<file path="config.mk">
export PLATFORM = sky130hd
export DESIGN_NAME = kv_req_arbiter_flat
export DESIGN_NICKNAME = d
export VERILOG_FILES = /design/src/rtl/kv_req_arbiter_if.sv /design/src/rtl/kv_req_arbiter.sv /design/src/flat_wrapper.sv
export SDC_FILE = /design/constraint.sdc
export NUM_CORES = 1
export LEC_CHECK = 0
export BUFFER_PORTS_ARGS = -buffer_cell sky130_fd_sc_hd__buf_2
export CORE_ASPECT_RATIO = 1.1
export CORE_MARGIN = 10
export CORE_UTILIZATION = 47
export DETAILED_ROUTE_END_ITERATION = 8
export PLACE_DENSITY_LB_ADDON = 0.1
export SYNTH_ARGS = -nofsm -noshare
export SYNTH_HDL_FRONTEND = slang
export SYNTH_SLANG_ARGS = --single-unit
</file>
<file path="constraint.sdc">
create_clock -name clk156 -period 2.8 [get_ports clk156]
set_input_delay 0.84 -clock clk156 [delete_from_list [all_inputs] [get_ports clk156]]
set_output_delay 0.84 -clock clk156 [all_outputs]
set_load 0.01 [all_outputs]
</file>
<file path="src/rtl/kv_req_arbiter_if.sv">
// Request/reply bundle between the two parser ports, the arbiter and the KV DB core.
// The arbiter side uses modport slave; the parser/DB environment side uses modport master.
interface kv_req_arbiter_if #(
  parameter int KEY_SIZE  = 96,
  parameter int FLAG_SIZE = 4
);
  logic                 p0_req_valid;
  logic                 p0_req_ready;
  logic [KEY_SIZE-1:0]  p0_req_key;
  logic [FLAG_SIZE-1:0] p0_req_flag;
  logic                 p0_rsp_valid;
  logic [FLAG_SIZE-1:0] p0_rsp_flag;

  logic                 p1_req_valid;
  logic                 p1_req_ready;
  logic [KEY_SIZE-1:0]  p1_req_key;
  logic [FLAG_SIZE-1:0] p1_req_flag;
  logic                 p1_rsp_valid;
  logic [FLAG_SIZE-1:0] p1_rsp_flag;

  logic [KEY_SIZE-1:0]  db_in_key;
  logic [FLAG_SIZE-1:0] db_in_flag;
  logic                 db_in_valid;
  logic                 db_out_valid;
  logic [FLAG_SIZE-1:0] db_out_flag;

  modport master (
    output p0_req_valid, p0_req_key, p0_req_flag,
    input  p0_req_ready, p0_rsp_valid, p0_rsp_flag,
    output p1_req_valid, p1_req_key, p1_req_flag,
    input  p1_req_ready, p1_rsp_valid, p1_rsp_flag,
    input  db_in_key, db_in_flag, db_in_valid,
    output db_out_valid, db_out_flag
  );

  modport slave (
    input  p0_req_valid, p0_req_key, p0_req_flag,
    output p0_req_ready, p0_rsp_valid, p0_rsp_flag,
    input  p1_req_valid, p1_req_key, p1_req_flag,
    output p1_req_ready, p1_rsp_valid, p1_rsp_flag,
    output db_in_key, db_in_flag, db_in_valid,
    input  db_out_valid, db_out_flag
  );
endinterface

</file>
<file path="src/rtl/kv_req_arbiter.sv">
// Round-robin sharing of one KV DB lookup port between two parsers, with in-order reply
// routing via a tag FIFO and timeout flush. Optional grant/timeout counters: KV_ARB_STATS_EN.
module kv_req_arbiter #(
  parameter int KEY_SIZE    = 96,
  parameter int FLAG_SIZE   = 4,
  parameter int OUTSTANDING = 4,
  parameter int TIMEOUT     = 255
) (
  input  logic            clk156,
  input  logic            eth_rst_n,
  kv_req_arbiter_if.slave bus,
  output logic            err_timeout,
  output logic            err_spurious
`ifdef KV_ARB_STATS_EN
  ,
  output logic [31:0]     p0_grant_cnt,
  output logic [31:0]     p1_grant_cnt,
  output logic [15:0]     timeout_cnt
`endif
);

  localparam int PTR_W = $clog2(OUTSTANDING);
  localparam int CNT_W = PTR_W + 1;
  localparam logic [15:0]      AGE_LIMIT = 16'(TIMEOUT);
  localparam logic [15:0]      AGE_MAX   = 16'hFFFF;
  localparam logic [CNT_W-1:0] FULL_CNT  = CNT_W'(OUTSTANDING);
  localparam logic [CNT_W-1:0] ONE_CNT   = CNT_W'(1);

  typedef enum logic [1:0] {
    ST_RUN   = 2'd0,
    ST_FLUSH = 2'd1,
    ST_QUIET = 2'd2
  } state_t;

  state_t               state_r, state_s;
  logic [OUTSTANDING-1:0] tag_mem_r;
  logic [PTR_W-1:0]     wr_ptr_r, rd_ptr_r;
  logic [CNT_W-1:0]     count_r;
  logic                 last_grant_r;
  logic [15:0]          age_r, age_s;

  logic                 fifo_empty_s, fifo_full_s, grant_en_s;
  logic                 grant0_s, grant1_s, push_s, pop_s, head_s;
  logic                 timeout_s, spurious_s;
  logic [FLAG_SIZE-1:0] rsp_flag_s;

  logic                 db_in_valid_r;
  logic [KEY_SIZE-1:0]  db_in_key_r;
  logic [FLAG_SIZE-1:0] db_in_flag_r;
  logic                 p0_rsp_valid_r, p1_rsp_valid_r;
  logic [FLAG_SIZE-1:0] p0_rsp_flag_r, p1_rsp_flag_r;
  logic                 err_timeout_r, err_spurious_r;

  assign fifo_empty_s = (count_r == '0);
  assign fifo_full_s  = (count_r == FULL_CNT);
  assign grant_en_s   = (state_r == ST_RUN) && !fifo_full_s;
  assign push_s       = grant0_s | grant1_s;
  assign head_s       = tag_mem_r[rd_ptr_r];

  assign bus.p0_req_ready = grant0_s;
  assign bus.p1_req_ready = grant1_s;
  assign bus.db_in_valid  = db_in_valid_r;
  assign bus.db_in_key    = db_in_key_r;
  assign bus.db_in_flag   = db_in_flag_r;
  assign bus.p0_rsp_valid = p0_rsp_valid_r;
  assign bus.p0_rsp_flag  = p0_rsp_flag_r;
  assign bus.p1_rsp_valid = p1_rsp_valid_r;
  assign bus.p1_rsp_flag  = p1_rsp_flag_r;
  assign err_timeout      = err_timeout_r;
  assign err_spurious     = err_spurious_r;

  // Round-robin winner: on a tie the port that did not win last time is granted.
  always_comb begin
    grant0_s = 1'b0;
    grant1_s = 1'b0;
    if (grant_en_s) begin
      if (bus.p0_req_valid && bus.p1_req_valid) begin
        grant0_s = last_grant_r;
        grant1_s = ~last_grant_r;
      end else begin
        grant0_s = bus.p0_req_valid;
        grant1_s = bus.p1_req_valid;
      end
    end else begin
      grant0_s = 1'b0;
      grant1_s = 1'b0;
    end
  end

  // Next-state, pop decision, reply flag source and head-age update.
  always_comb begin
    state_s    = state_r;
    age_s      = age_r;
    pop_s      = 1'b0;
    rsp_flag_s = '0;
    timeout_s  = 1'b0;
    spurious_s = 1'b0;
    case (state_r)
      ST_RUN: begin
        if (bus.db_out_valid) begin
          if (fifo_empty_s) begin
            spurious_s = 1'b1;
          end else begin
            pop_s      = 1'b1;
            rsp_flag_s = bus.db_out_flag;
          end
        end else if (!fifo_empty_s && (age_r >= AGE_LIMIT)) begin
          timeout_s = 1'b1;
          state_s   = ST_FLUSH;
        end else begin
          state_s = ST_RUN;
        end
        if (pop_s || fifo_empty_s) begin
          age_s = 16'd0;
        end else if (age_r != AGE_MAX) begin
          age_s = age_r + 16'd1;
        end else begin
          age_s = age_r;
        end
      end
      ST_FLUSH: begin
        // Synthetic replies carry flag 0; late DB replies are dropped here.
        age_s = 16'd0;
        if (fifo_empty_s) begin
          state_s = ST_QUIET;
        end else begin
          pop_s = 1'b1;
          if (count_r == ONE_CNT) begin
            state_s = ST_QUIET;
          end else begin
            state_s = ST_FLUSH;
          end
        end
      end
      ST_QUIET: begin
        age_s = age_r + 16'd1;
        if (age_s >= AGE_LIMIT) begin
          state_s = ST_RUN;
        end else begin
          state_s = ST_QUIET;
        end
      end
      default: begin
        state_s = ST_RUN;
        age_s   = 16'd0;
      end
    endcase
  end

  // State, age, round-robin pointer and tag FIFO storage.
  always_ff @(posedge clk156 or negedge eth_rst_n) begin
    if (!eth_rst_n) begin
      state_r      <= ST_RUN;
      age_r        <= 16'd0;
      last_grant_r <= 1'b1;
      tag_mem_r    <= '0;
      wr_ptr_r     <= '0;
      rd_ptr_r     <= '0;
      count_r      <= '0;
    end else begin
      state_r <= state_s;
      age_r   <= age_s;
      if (push_s) begin
        tag_mem_r[wr_ptr_r] <= grant1_s;
        wr_ptr_r            <= wr_ptr_r + PTR_W'(1);
        last_grant_r        <= grant1_s;
      end
      if (pop_s) begin
        rd_ptr_r <= rd_ptr_r + PTR_W'(1);
      end
      count_r <= count_r + CNT_W'(push_s) - CNT_W'(pop_s);
    end
  end

  // Registered DB request, per-port reply strobes and sticky error flags.
  always_ff @(posedge clk156 or negedge eth_rst_n) begin
    if (!eth_rst_n) begin
      db_in_valid_r  <= 1'b0;
      db_in_key_r    <= '0;
      db_in_flag_r   <= '0;
      p0_rsp_valid_r <= 1'b0;
      p1_rsp_valid_r <= 1'b0;
      p0_rsp_flag_r  <= '0;
      p1_rsp_flag_r  <= '0;
      err_timeout_r  <= 1'b0;
      err_spurious_r <= 1'b0;
    end else begin
      db_in_valid_r <= push_s;
      if (push_s) begin
        db_in_key_r  <= grant1_s ? bus.p1_req_key  : bus.p0_req_key;
        db_in_flag_r <= grant1_s ? bus.p1_req_flag : bus.p0_req_flag;
      end
      p0_rsp_valid_r <= pop_s && !head_s;
      p1_rsp_valid_r <= pop_s && head_s;
      if (pop_s && !head_s) begin
        p0_rsp_flag_r <= rsp_flag_s;
      end
      if (pop_s && head_s) begin
        p1_rsp_flag_r <= rsp_flag_s;
      end
      err_timeout_r  <= err_timeout_r | timeout_s;
      err_spurious_r <= err_spurious_r | spurious_s;
    end
  end

`ifdef KV_ARB_STATS_EN
  logic [31:0] p0_grant_cnt_r, p1_grant_cnt_r;
  logic [15:0] timeout_cnt_r;

  assign p0_grant_cnt = p0_grant_cnt_r;
  assign p1_grant_cnt = p1_grant_cnt_r;
  assign timeout_cnt  = timeout_cnt_r;

  // Free-running wrap-around statistics.
  always_ff @(posedge clk156 or negedge eth_rst_n) begin
    if (!eth_rst_n) begin
      p0_grant_cnt_r <= 32'd0;
      p1_grant_cnt_r <= 32'd0;
      timeout_cnt_r  <= 16'd0;
    end else begin
      p0_grant_cnt_r <= p0_grant_cnt_r + 32'(grant0_s);
      p1_grant_cnt_r <= p1_grant_cnt_r + 32'(grant1_s);
      timeout_cnt_r  <= timeout_cnt_r + 16'(timeout_s);
    end
  end
`endif

endmodule

</file>
<file path="src/flat_wrapper.sv">
// flat-port wrapper written by rule: the top's interface ports become plain ports
module kv_req_arbiter_flat 
#(
  parameter int KEY_SIZE    = 96,
  parameter int FLAG_SIZE   = 4,
  parameter int OUTSTANDING = 4,
  parameter int TIMEOUT     = 255
)
  (clk156, eth_rst_n, err_timeout, err_spurious, bus_p0_req_valid, bus_p0_req_key, bus_p0_req_flag, bus_p0_req_ready, bus_p0_rsp_valid, bus_p0_rsp_flag, bus_p1_req_valid, bus_p1_req_key, bus_p1_req_flag, bus_p1_req_ready, bus_p1_rsp_valid, bus_p1_rsp_flag, bus_db_in_key, bus_db_in_flag, bus_db_in_valid, bus_db_out_valid, bus_db_out_flag);
  kv_req_arbiter_if #(.KEY_SIZE(KEY_SIZE), .FLAG_SIZE(FLAG_SIZE)) bus_i ();
  input  logic clk156;
  input  logic eth_rst_n;
  output logic err_timeout;
  output logic err_spurious;
  input wire logic [$bits(bus_i.p0_req_valid)-1:0] bus_p0_req_valid;
  input wire logic [$bits(bus_i.p0_req_key)-1:0] bus_p0_req_key;
  input wire logic [$bits(bus_i.p0_req_flag)-1:0] bus_p0_req_flag;
  output wire logic [$bits(bus_i.p0_req_ready)-1:0] bus_p0_req_ready;
  output wire logic [$bits(bus_i.p0_rsp_valid)-1:0] bus_p0_rsp_valid;
  output wire logic [$bits(bus_i.p0_rsp_flag)-1:0] bus_p0_rsp_flag;
  input wire logic [$bits(bus_i.p1_req_valid)-1:0] bus_p1_req_valid;
  input wire logic [$bits(bus_i.p1_req_key)-1:0] bus_p1_req_key;
  input wire logic [$bits(bus_i.p1_req_flag)-1:0] bus_p1_req_flag;
  output wire logic [$bits(bus_i.p1_req_ready)-1:0] bus_p1_req_ready;
  output wire logic [$bits(bus_i.p1_rsp_valid)-1:0] bus_p1_rsp_valid;
  output wire logic [$bits(bus_i.p1_rsp_flag)-1:0] bus_p1_rsp_flag;
  output wire logic [$bits(bus_i.db_in_key)-1:0] bus_db_in_key;
  output wire logic [$bits(bus_i.db_in_flag)-1:0] bus_db_in_flag;
  output wire logic [$bits(bus_i.db_in_valid)-1:0] bus_db_in_valid;
  input wire logic [$bits(bus_i.db_out_valid)-1:0] bus_db_out_valid;
  input wire logic [$bits(bus_i.db_out_flag)-1:0] bus_db_out_flag;
  assign bus_i.p0_req_valid = bus_p0_req_valid;
  assign bus_i.p0_req_key = bus_p0_req_key;
  assign bus_i.p0_req_flag = bus_p0_req_flag;
  assign bus_p0_req_ready = bus_i.p0_req_ready;
  assign bus_p0_rsp_valid = bus_i.p0_rsp_valid;
  assign bus_p0_rsp_flag = bus_i.p0_rsp_flag;
  assign bus_i.p1_req_valid = bus_p1_req_valid;
  assign bus_i.p1_req_key = bus_p1_req_key;
  assign bus_i.p1_req_flag = bus_p1_req_flag;
  assign bus_p1_req_ready = bus_i.p1_req_ready;
  assign bus_p1_rsp_valid = bus_i.p1_rsp_valid;
  assign bus_p1_rsp_flag = bus_i.p1_rsp_flag;
  assign bus_db_in_key = bus_i.db_in_key;
  assign bus_db_in_flag = bus_i.db_in_flag;
  assign bus_db_in_valid = bus_i.db_in_valid;
  assign bus_i.db_out_valid = bus_db_out_valid;
  assign bus_i.db_out_flag = bus_db_out_flag;
  kv_req_arbiter #(.KEY_SIZE(KEY_SIZE), .FLAG_SIZE(FLAG_SIZE), .OUTSTANDING(OUTSTANDING), .TIMEOUT(TIMEOUT)) u_core (.clk156(clk156), .eth_rst_n(eth_rst_n), .bus(bus_i), .err_timeout(err_timeout), .err_spurious(err_spurious));
endmodule
</file>
==> results of run 1 <==
synthesized netlist by cell type, types with 2 or more instances:
library cell	n	share of area
nor2_1	12	0.0066
a21o_1	2	0.0022
o21ai_0	115	0.084
or4_1	3	0.0033
dfrtp_1	142	0.52
clkbuf_1	22	0.012
inv_1	19	0.010
nor3_1	9	0.0066
buf_2	19	0.014
nand4_1	5	0.0046
and4_1	2	0.0026
nand3_1	9	0.0066
xnor2_1	13	0.017
ha_1	8	0.015
o21ai_2	10	0.013
nor4_1	2	0.0018
xor2_1	7	0.0089
mux2i_1	103	0.15
or2_2	3	0.0027
o22ai_1	2	0.0018
a22o_1	4	0.0051
nand2_1	123	0.067
and3_1	2	0.0018
nand2b_1	3	0.0027
flip-flops by register name (all words and copies together) (netlist names):
signal                   cells
u_core.bus.db_in_valid       1
u_core.last_grant_r          1
u_core.bus.p1_rsp_flag       4
u_core.bus.p0_rsp_flag       4
u_core.bus.p1_rsp_valid      1
u_core.tag_mem_r             4
u_core.err_spurious          1
u_core.age_r                16
u_core.state_r               2
u_core.err_timeout           1
u_core.count_r               3
u_core.rd_ptr_r              2
u_core.wr_ptr_r              2
u_core.bus.db_in_key        96
u_core.bus.p0_rsp_valid      1
u_core.bus.db_in_flag        4
layer usage:
metal  GRT usage  share of wire
met1       0.241           0.39
met2       0.359           0.50
met3      0.0834          0.091
met4      0.0921          0.021
met5           0              0
area by class of cell:
class                   instances  area [sq um]
diodes                          4          10.0
clock buffers                  20           447
clock inverters                12           138
fillers                      1243          5150
inverters                      19          71.3
multi-input cells             460          3000
flip-flops and latches        143          3580
well taps                     192           240
repair buffers                335          1750
worst register-to-register path: cells and delay by family, from the launching register on:
kind	cells	cell delay, ps
AOI/OAI and AO/OA	1	80
adders and majority gates	1	330
DFF	1	440
and+or+nand+nor	4	1560
cell families (layout without fill, tap and decap cells):
group                    after synthesis  after routing  synth area share
flip-flops                           143            143             0.522
XOR/XNOR                              20             20            0.0256
AO/OA/AOI/OAI                        142            142             0.117
adder cells (fa/ha/maj)                9              9            0.0175
buffers and inverters                 63            386            0.0416
AND/OR/NAND/NOR                      184            184             0.121
other                                  0              4                 0
multiplexers                         105            105             0.155
what timing repair did:
item | CTS | global route
endpoints found under the setup margin | 0 | 1
gates resized for setup | 0 | 1
setup buffers | 0 | 0
power breakdown:
part           switching (mW)  leakage [nW]  internal [mW]
combinational            2.34          2.90           1.75
clock                   0.901         0.269           1.34
sequential              0.532          1.76           3.00
layout by cell type (no fill, tap or decap), drive strengths merged, types with 4 or more instances in the layout:
master    instances
clkinvlp          5
buf             335
a22o              4
dfrtp           142
nand2           123
mux2i           103
o21ai           125
diode             4
ha                8
or4               4
nand4             5
nor2             12
nand3            10
xor2              7
nor3              9
xnor2            13
clkbuf           20
inv              20
clkinv            4
worst max-delay path by stage:
stage	depth (start not counted)	end	slack (ps)	startpoint
2_1_floorplan	5	bus_p1_req_ready	80	bus_p0_req_valid
3_3_place_gp	9	u_core.count_r[2]	290	bus_db_out_valid
4_1_cts	5	bus_p0_req_ready	50	u_core.state_r[1]
5_1_grt	5	bus_p0_req_ready	70	u_core.state_r[1]
3_5_place_dp	9	u_core.count_r[2]	260	bus_db_out_valid
6_report	5	bus_p0_req_ready	150	u_core.state_r[1]
stage by stage:
stage	total power, mW	setup WS [ps]
2_1_floorplan	6.00	79.7
3_3_place_gp	7.64	290
3_5_place_dp	7.73	259
4_1_cts	10.0	46.3
5_1_grt	10.6	68.8
6_report	9.85	151
==> flow_summary_export.csv, run 1 <==
group,metric,value,unit
outcome,outcome,"completed",
logic_synthesis,async_reset_ff_frac,1.00,
die,rows,46,
placement,gp_congestion,0.888,
clock_tree,cts_buffers,17,
setup_path,path_class,"reg -> out",
setup_path,cp_top_family,"flip-flops",
logic_synthesis,postSynthAreaPerCell,10.3,sq um
clock_tree,post_cts_hold_buffer_count,0,
detailed_routing,drt_iter0_drc,406,
clock_tree,cts_tree,"done",
die,io_pins,324,
die,core_area,14400,sq um
finish,drive_above_1_share,0.393,
logic_synthesis,synth_cells,666,
clock_tree,path_clk_slew,60,ps
detailed_routing,drc,0,
placement,placed_cell_area,8640,sq um
sta,drv_slew,0,
placement,hpwlAfterDp,16.6,mm
logic_synthesis,synth_edf_count,0,
sta,clock_skew,10.1,ps
hold_path,hold_path_class,"in -> async",
global_routing,track_usage,0.216,
global_routing,grt_pass1_vias,6083,
setup_path,worst-r2r-cell-count,6,
sta,setup_violations,0,
setup_path,cp-start-kind,"register",
die,start_util,0.476,
setup_path,crit_fanout,8,
sta,holdWs,396,ps
clock_tree,clockRootBuffer,"clkbuf_16",
detailed_routing,drtAntennaViolNets,0,
flow_run,maxCapViolCount,0,
global_routing,grt_max_degree,188,
logic_synthesis,synth_nets,884,
clock_tree,clk_path_buf_depth,2,
clock_tree,clk_latency,430,ps
placement,portBuffers,323,
setup_path,cp-end-kind,"output port",
sta,timing.setup.tns,0,ps
logic_synthesis,ys_seq_elements,143,
logic_synthesis,syn_area,6850,sq um
sta,min_period,2650,ps
power,ir_drop,0.774,mV
die,die_w,135,um
setup_path,r2r_slack,270,ps
placement,post-place-cells,1149,
sta,hold_viol_final,0,
die,die-area,19800,sq um
power,leakagePower,4.93,nW
sta,clock.fmax,377,MHz
setup_path,timing.rr.end,"u_core.age_r[1]",
global_routing,antenna_found_initial,4,
setup_path,critPathBufInv,2,
logic_synthesis,ys_types,51,
detailed_routing,routed_wl,21.8,mm
setup_path,cpPeakStageDelay,470,ps
setup_path,crit_required,1960,ps
sta,relSlewSlack,0.490,
logic_synthesis,ys_warn_count,0,
global_routing,grt_overflow,0,
power,power.density,1070,nW/um^2
sta,worstMarginPinSlew,764,ps
finish,final_core_util,0.642,
clock_tree,htree_levels,4,
logic_synthesis,synth_flop_cell,"dfrtp_1",
finish,instances_no_fill,1185,
setup_path,path_cells,"nor2_2 -> nand3_1 -> a21o_4 -> inv_1 -> buf_2",
sta,rsz0062_at_grt,"false",
setup_path,r2r-start,"u_core.age_r[1]",
clock_tree,cts.sinks,143,
die,fp.dieH,147,um
sta,finalCritPeriodShare,0.946,
logic_synthesis,yosysSeqAreaShare,0.522,
detailed_routing,drt-pass1-iter-count,4,
finish,postLayoutCellArea,9240,sq um
detailed_routing,detail_route.wl_per_cell,18.4,um
setup_path,slowest_stage,"dfrtp_1",
finish,syn_to_final_growth,34.8,%
detailed_routing,via_per_inst,4.97,
detailed_routing,vias,5891,
finish,layout.nets,1194,
global_routing,grt_pass1_wl,33.8,mm
setup_path,critical_path_arrival,1810,ps
Note: power is estimated with default switching activity, not from simulation.
==> run 2, diff against run 1 <==
--- a/config.mk
+++ b/config.mk
@@ -9,8 +9,10 @@
 export CORE_ASPECT_RATIO = 1.1
 export CORE_MARGIN = 10
 export CORE_UTILIZATION = 47
+export CTS_CLUSTER_DIAMETER = 60
 export DETAILED_ROUTE_END_ITERATION = 8
-export PLACE_DENSITY_LB_ADDON = 0.1
+export GPL_ROUTABILITY_DRIVEN = 0
+export PLACE_DENSITY = 0.78
 export SYNTH_ARGS = -nofsm -noshare
 export SYNTH_HDL_FRONTEND = slang
 export SYNTH_SLANG_ARGS = --single-unit
==> flow_summary_export.csv, run 2 (synthesis results as in run 1) <==
group,metric,value,unit
finish,instances_no_fill,1183,
sta,hold_viol_final,0,
die,fp.dieH,147,um
placement,hpwlAfterDp,15.5,mm
finish,layout_commonest_cell,"buf_2",
finish,layout.nets,1194,
detailed_routing,drt-pass1-iter-count,4,
clock_tree,clockRootBuffer,"clkbuf_16",
sta,worstMarginPinSlew,936,ps
detailed_routing,routed_wl,20.5,mm
sta,relSlewSlack,0.376,
clock_tree,htree_levels,4,
detailed_routing,drc,0,
setup_path,path_class,"reg -> out",
finish,fillers,1172,
sta,clock_skew,8.17,ps
clock_tree,clk_path_buf_depth,2,
die,die_w,135,um
sta,drv_slew,0,
sta,setup_violations,0,
finish,syn_to_final_growth,35.0,%
sta,min_period,2610,ps
sta,rsz0062_at_grt,"false",
hold_path,hold_path_class,"in -> async",
sta,finalCritPeriodShare,0.934,
setup_path,r2r-start,"u_core.age_r[1]",
detailed_routing,vias,5928,
detailed_routing,detail_route.wl_per_cell,17.4,um
die,rows,46,
placement,portBuffers,323,
setup_path,crit_fanout,6,
setup_path,cp-start-kind,"register",
detailed_routing,drt_iter0_drc,310,
sta,timing.setup.tns,0,ps
sta,clock.fmax,382,MHz
clock_tree,post_cts_hold_buffer_count,0,
die,start_util,0.476,
flow_run,maxCapViolCount,0,
global_routing,antenna_found_initial,2,
setup_path,critical_path_arrival,1770,ps
finish,largest_reg_flops,96,
setup_path,crit_required,1960,ps
power,power.density,1070,nW/um^2
finish,drive_above_1_share,0.393,
die,io_pins,324,
detailed_routing,drtAntennaViolNets,0,
clock_tree,post_cts_buffers,0,
placement,post-place-cells,1149,
global_routing,grt_overflow,0,
global_routing,track_usage,0.201,
clock_tree,clk_latency,420,ps
power,leakagePower,4.96,nW
outcome,outcome,"completed",
global_routing,grt_pass1_wl,32.1,mm
die,die-area,19800,sq um
setup_path,critPathLaunch,"u_core.count_r[1]",
detailed_routing,via_per_inst,5.01,
global_routing,grt_max_degree,111,
clock_tree,cts_tree,"done",
clock_tree,cts_resized,0,
clock_tree,cts.sinks,143,
power,ir_drop,0.915,mV
setup_path,cp-end-kind,"output port",
clock_tree,cts_buffers,17,
clock_tree,path_clk_slew,60,ps
finish,most-common-layout-cells,"buf_2 (322), dfrtp_1 (142), nand2_1 (123)",
die,core_area,14400,sq um
global_routing,grt_pass1_vias,6028,
run 2: power by group:
part / total (mW) / leakage (nW) / switching (mW) / internal, mW
clock network: 2.31 / 0.295 / 0.850 / 1.46
logic: 4.05 / 2.90 / 2.29 / 1.76
registers: 3.52 / 1.76 / 0.524 / 3.00
run 2: metal layers:
layer | wire length, um | GRT usage | up-vias
li1 | - | - | 2929
met1 | 8240 | 0.235 | 2709
met2 | 9900 | 0.324 | 253
met3 | 1900 | 0.0824 | 37
met4 | 488 | 0.0749 | 0
met5 | 0 | 0 | -
run 2: cell type report:
type                       count  area, sq um  area share
antenna                        2         5.00    0.000541
clock buffer                  21          470      0.0509
clock inverter                11          138      0.0149
inverter                      19         71.3     0.00771
multi-input combinational    460         3000       0.324
sequential                   143         3580       0.387
tap                          192          240      0.0260
timing repair buffer         335         1750       0.189
run 2: worst paths after layout:
| path | to | slack (ps) | cells after the start |
|---|---|---|---|
| setup / recovery | bus_p0_req_ready | 190 | 5 |
| hold / removal | u_core.wr_ptr_r[0] | 400 | 2 |
| setup reg to reg | u_core.age_r[0] | 240 | 6 |
| hold reg to reg | u_core.err_timeout | 460 | 1 |
| max in group asynchronous | u_core.bus.db_in_key[92] | 1970 | 2 |
| min in group clk156 | u_core.err_timeout | 460 | 1 |
run 2: through the flow:
stage	hold WS (ps)	setup slack [ps]	utilization	instance area [sq um]	total power, mW
2_1_floorplan	453	79.7	-	6850	6.00
4_1_cts	401	151	0.643	9250	10.0
6_report	403	186	0.643	9250	9.88
5_1_grt	419	69.5	0.643	9250	10.6
3_5_place_dp	451	258	0.600	8640	7.66
3_3_place_gp	444	319	0.600	8640	7.51
run 2: critical path, cell delays in order (launching register included):
cell     delay, ps
dfrtp_1        430
or3b_1         420
nand3_1        140
a21o_4         120
inv_1           90
buf_2          160
==> run 3, diff against run 2 <==
--- a/config.mk
+++ b/config.mk
@@ -12,7 +12,7 @@
 export CTS_CLUSTER_DIAMETER = 60
 export DETAILED_ROUTE_END_ITERATION = 8
 export GPL_ROUTABILITY_DRIVEN = 0
-export PLACE_DENSITY = 0.78
+export PLACE_DENSITY = 0.81
 export SYNTH_ARGS = -nofsm -noshare
 export SYNTH_HDL_FRONTEND = slang
 export SYNTH_SLANG_ARGS = --single-unit
==> flow_summary_export.csv, run 3 (synthesis results as in run 1) <==
group,metric,value,unit
clock_tree,clk_latency,410,ps
finish,most-common-layout-cells,"buf_2 (322), dfrtp_1 (142), nand2_1 (123)",
detailed_routing,via_per_inst,5.04,
placement,dp_slack,217,ps
detailed_routing,drt_iter0_drc,294,
clock_tree,cts.sinks,143,
die,die_w,135,um
setup_path,path_class,"reg -> out",
setup_path,cp-start-kind,"register",
power,ir_drop,0.609,mV
sta,min_period,2620,ps
setup_path,crit_required,1960,ps
sta,clock.fmax,382,MHz
finish,syn_to_final_growth,35.1,%
sta,final.setup.worst_slack,179,ps
sta,drv_slew,0,
finish,largest_reg_flops,96,
die,rows,46,
die,start_util,0.476,
detailed_routing,drc,0,
sta,finalCritPeriodShare,0.936,
clock_tree,cts_resized,0,
global_routing,track_usage,0.212,
global_routing,grt_max_degree,101,
global_routing,grt_overflow,0,
detailed_routing,detail_route.wl_per_cell,17.9,um
clock_tree,htree_levels,4,
setup_path,worst-r2r-cell-count,10,
finish,drive_above_1_share,0.396,
clock_tree,cts_tree,"done",
sta,worstMarginPinSlew,744,ps
clock_tree,clockRootBuffer,"clkbuf_16",
setup_path,crit_fanout,8,
clock_tree,post_cts_hold_buffer_count,0,
finish,layout_commonest_cell,"buf_2",
setup_path,cp-end-kind,"output port",
die,io_pins,324,
finish,final_core_util,0.643,
power,leakagePower,4.95,nW
sta,hold_viol_final,0,
sta,rsz0062_at_grt,"false",
finish,fillers,1212,
detailed_routing,vias,5981,
die,core_area,14400,sq um
die,die-area,19800,sq um
clock_tree,clk_path_buf_depth,2,
global_routing,grt_pass1_wl,33.3,mm
hold_path,hold_path_class,"in -> async",
finish,instances_no_fill,1187,
detailed_routing,drtAntennaViolNets,0,
clock_tree,path_clk_slew,60,ps
finish,layout.nets,1195,
detailed_routing,drt-pass1-iter-count,4,
die,fp.dieH,147,um
power,power.density,1060,nW/um^2
outcome,outcome,"completed",
clock_tree,cts_buffers,17,
global_routing,antenna_found_initial,6,
sta,clock_skew,8.62,ps
placement,post-place-cells,1150,
clock_tree,post_cts_buffers,0,
flow_run,maxCapViolCount,0,
sta,relSlewSlack,0.504,
placement,hpwlAfterDp,16.5,mm
placement,portBuffers,323,
detailed_routing,routed_wl,21.3,mm
sta,setup_violations,0,
sta,timing.setup.tns,0,ps
setup_path,critical_path_arrival,1780,ps
global_routing,grt_pass1_vias,6230,
==> run 3: cell count changes in the layout (fill, tap and decap cells not counted) <==
| cell | before | now |
|---|---|---|
| clkinv_4 | 0 | 3 |
| diode_2 | 2 | 5 |
| buf_4 | 9 | 10 |
| bufinv_16 | 3 | 2 |
| clkbuf_1 | 1 | 0 |
| clkbuf_8 | 3 | 2 |
| clkinv_2 | 5 | 4 |
| inv_6 | 0 | 1 |
| nor2_1 | 12 | 11 |
| nor2_4 | 0 | 1 |
==> run 3: power by group <==
group | total, mW | switching (mW) | internal [mW]
registers | 3.53 | 0.534 | 3.00
logic | 4.06 | 2.31 | 1.74
clock network | 2.23 | 0.872 | 1.36
total | 9.82 | 3.72 | 6.09
==> run 3: critical path, stage by stage (launching register included) <==
cell	delay [ps]
dfrtp_1	490
nor2_4	200
nand3_1	130
a21o_4	210
inv_1	150
buf_2	200
==> run 3: worst paths after layout <==
path | from | end | slack, ps
max | u_core.state_r[1] | bus_p0_req_ready | 180
min | eth_rst_n | u_core.age_r[3] | 400
max reg2reg | u_core.count_r[1] | u_core.count_r[2] | 300
min reg2reg | u_core.err_timeout | u_core.err_timeout | 470
max in group asynchronous | eth_rst_n | u_core.bus.db_in_key[90] | 1740
min in group clk156 | u_core.err_timeout | u_core.err_timeout | 470
==> run 3: per-stage QoR <==
step	total power, mW	area, sq um	hold WS (ps)
after floorplan	6.00	6850	453
after global placement	7.54	8650	446
after detailed placement	7.68	8650	456
after CTS	9.93	9240	405
after global routing	10.6	9260	418
final	9.82	9260	396
==> run 3: area by class of cell <==
| type | count | area (sq um) | area share |
|---|---|---|---|
| Tap cell | 192 | 240 | 0.0260 |
| Sequential cell | 143 | 3580 | 0.387 |
| Clock buffer | 19 | 453 | 0.0489 |
| Timing Repair Buffer | 336 | 1760 | 0.190 |
| Antenna cell | 5 | 12.5 | 0.00135 |
| Multi-Input combinational cell | 460 | 3000 | 0.325 |
| Inverter | 19 | 71.3 | 0.00770 |
| Clock inverter | 13 | 138 | 0.0149 |
==> run 3: layer usage <==
metal | vias to the layer above | part of all wire | GRT usage | routed length [um]
met5 | - | 0 | 0 | 0
met4 | 0 | 0.030 | 0.102 | 641
met3 | 43 | 0.090 | 0.0769 | 1930
met2 | 250 | 0.48 | 0.343 | 10300
met1 | 2755 | 0.40 | 0.241 | 8430
li1 | 2933 | - | - | -
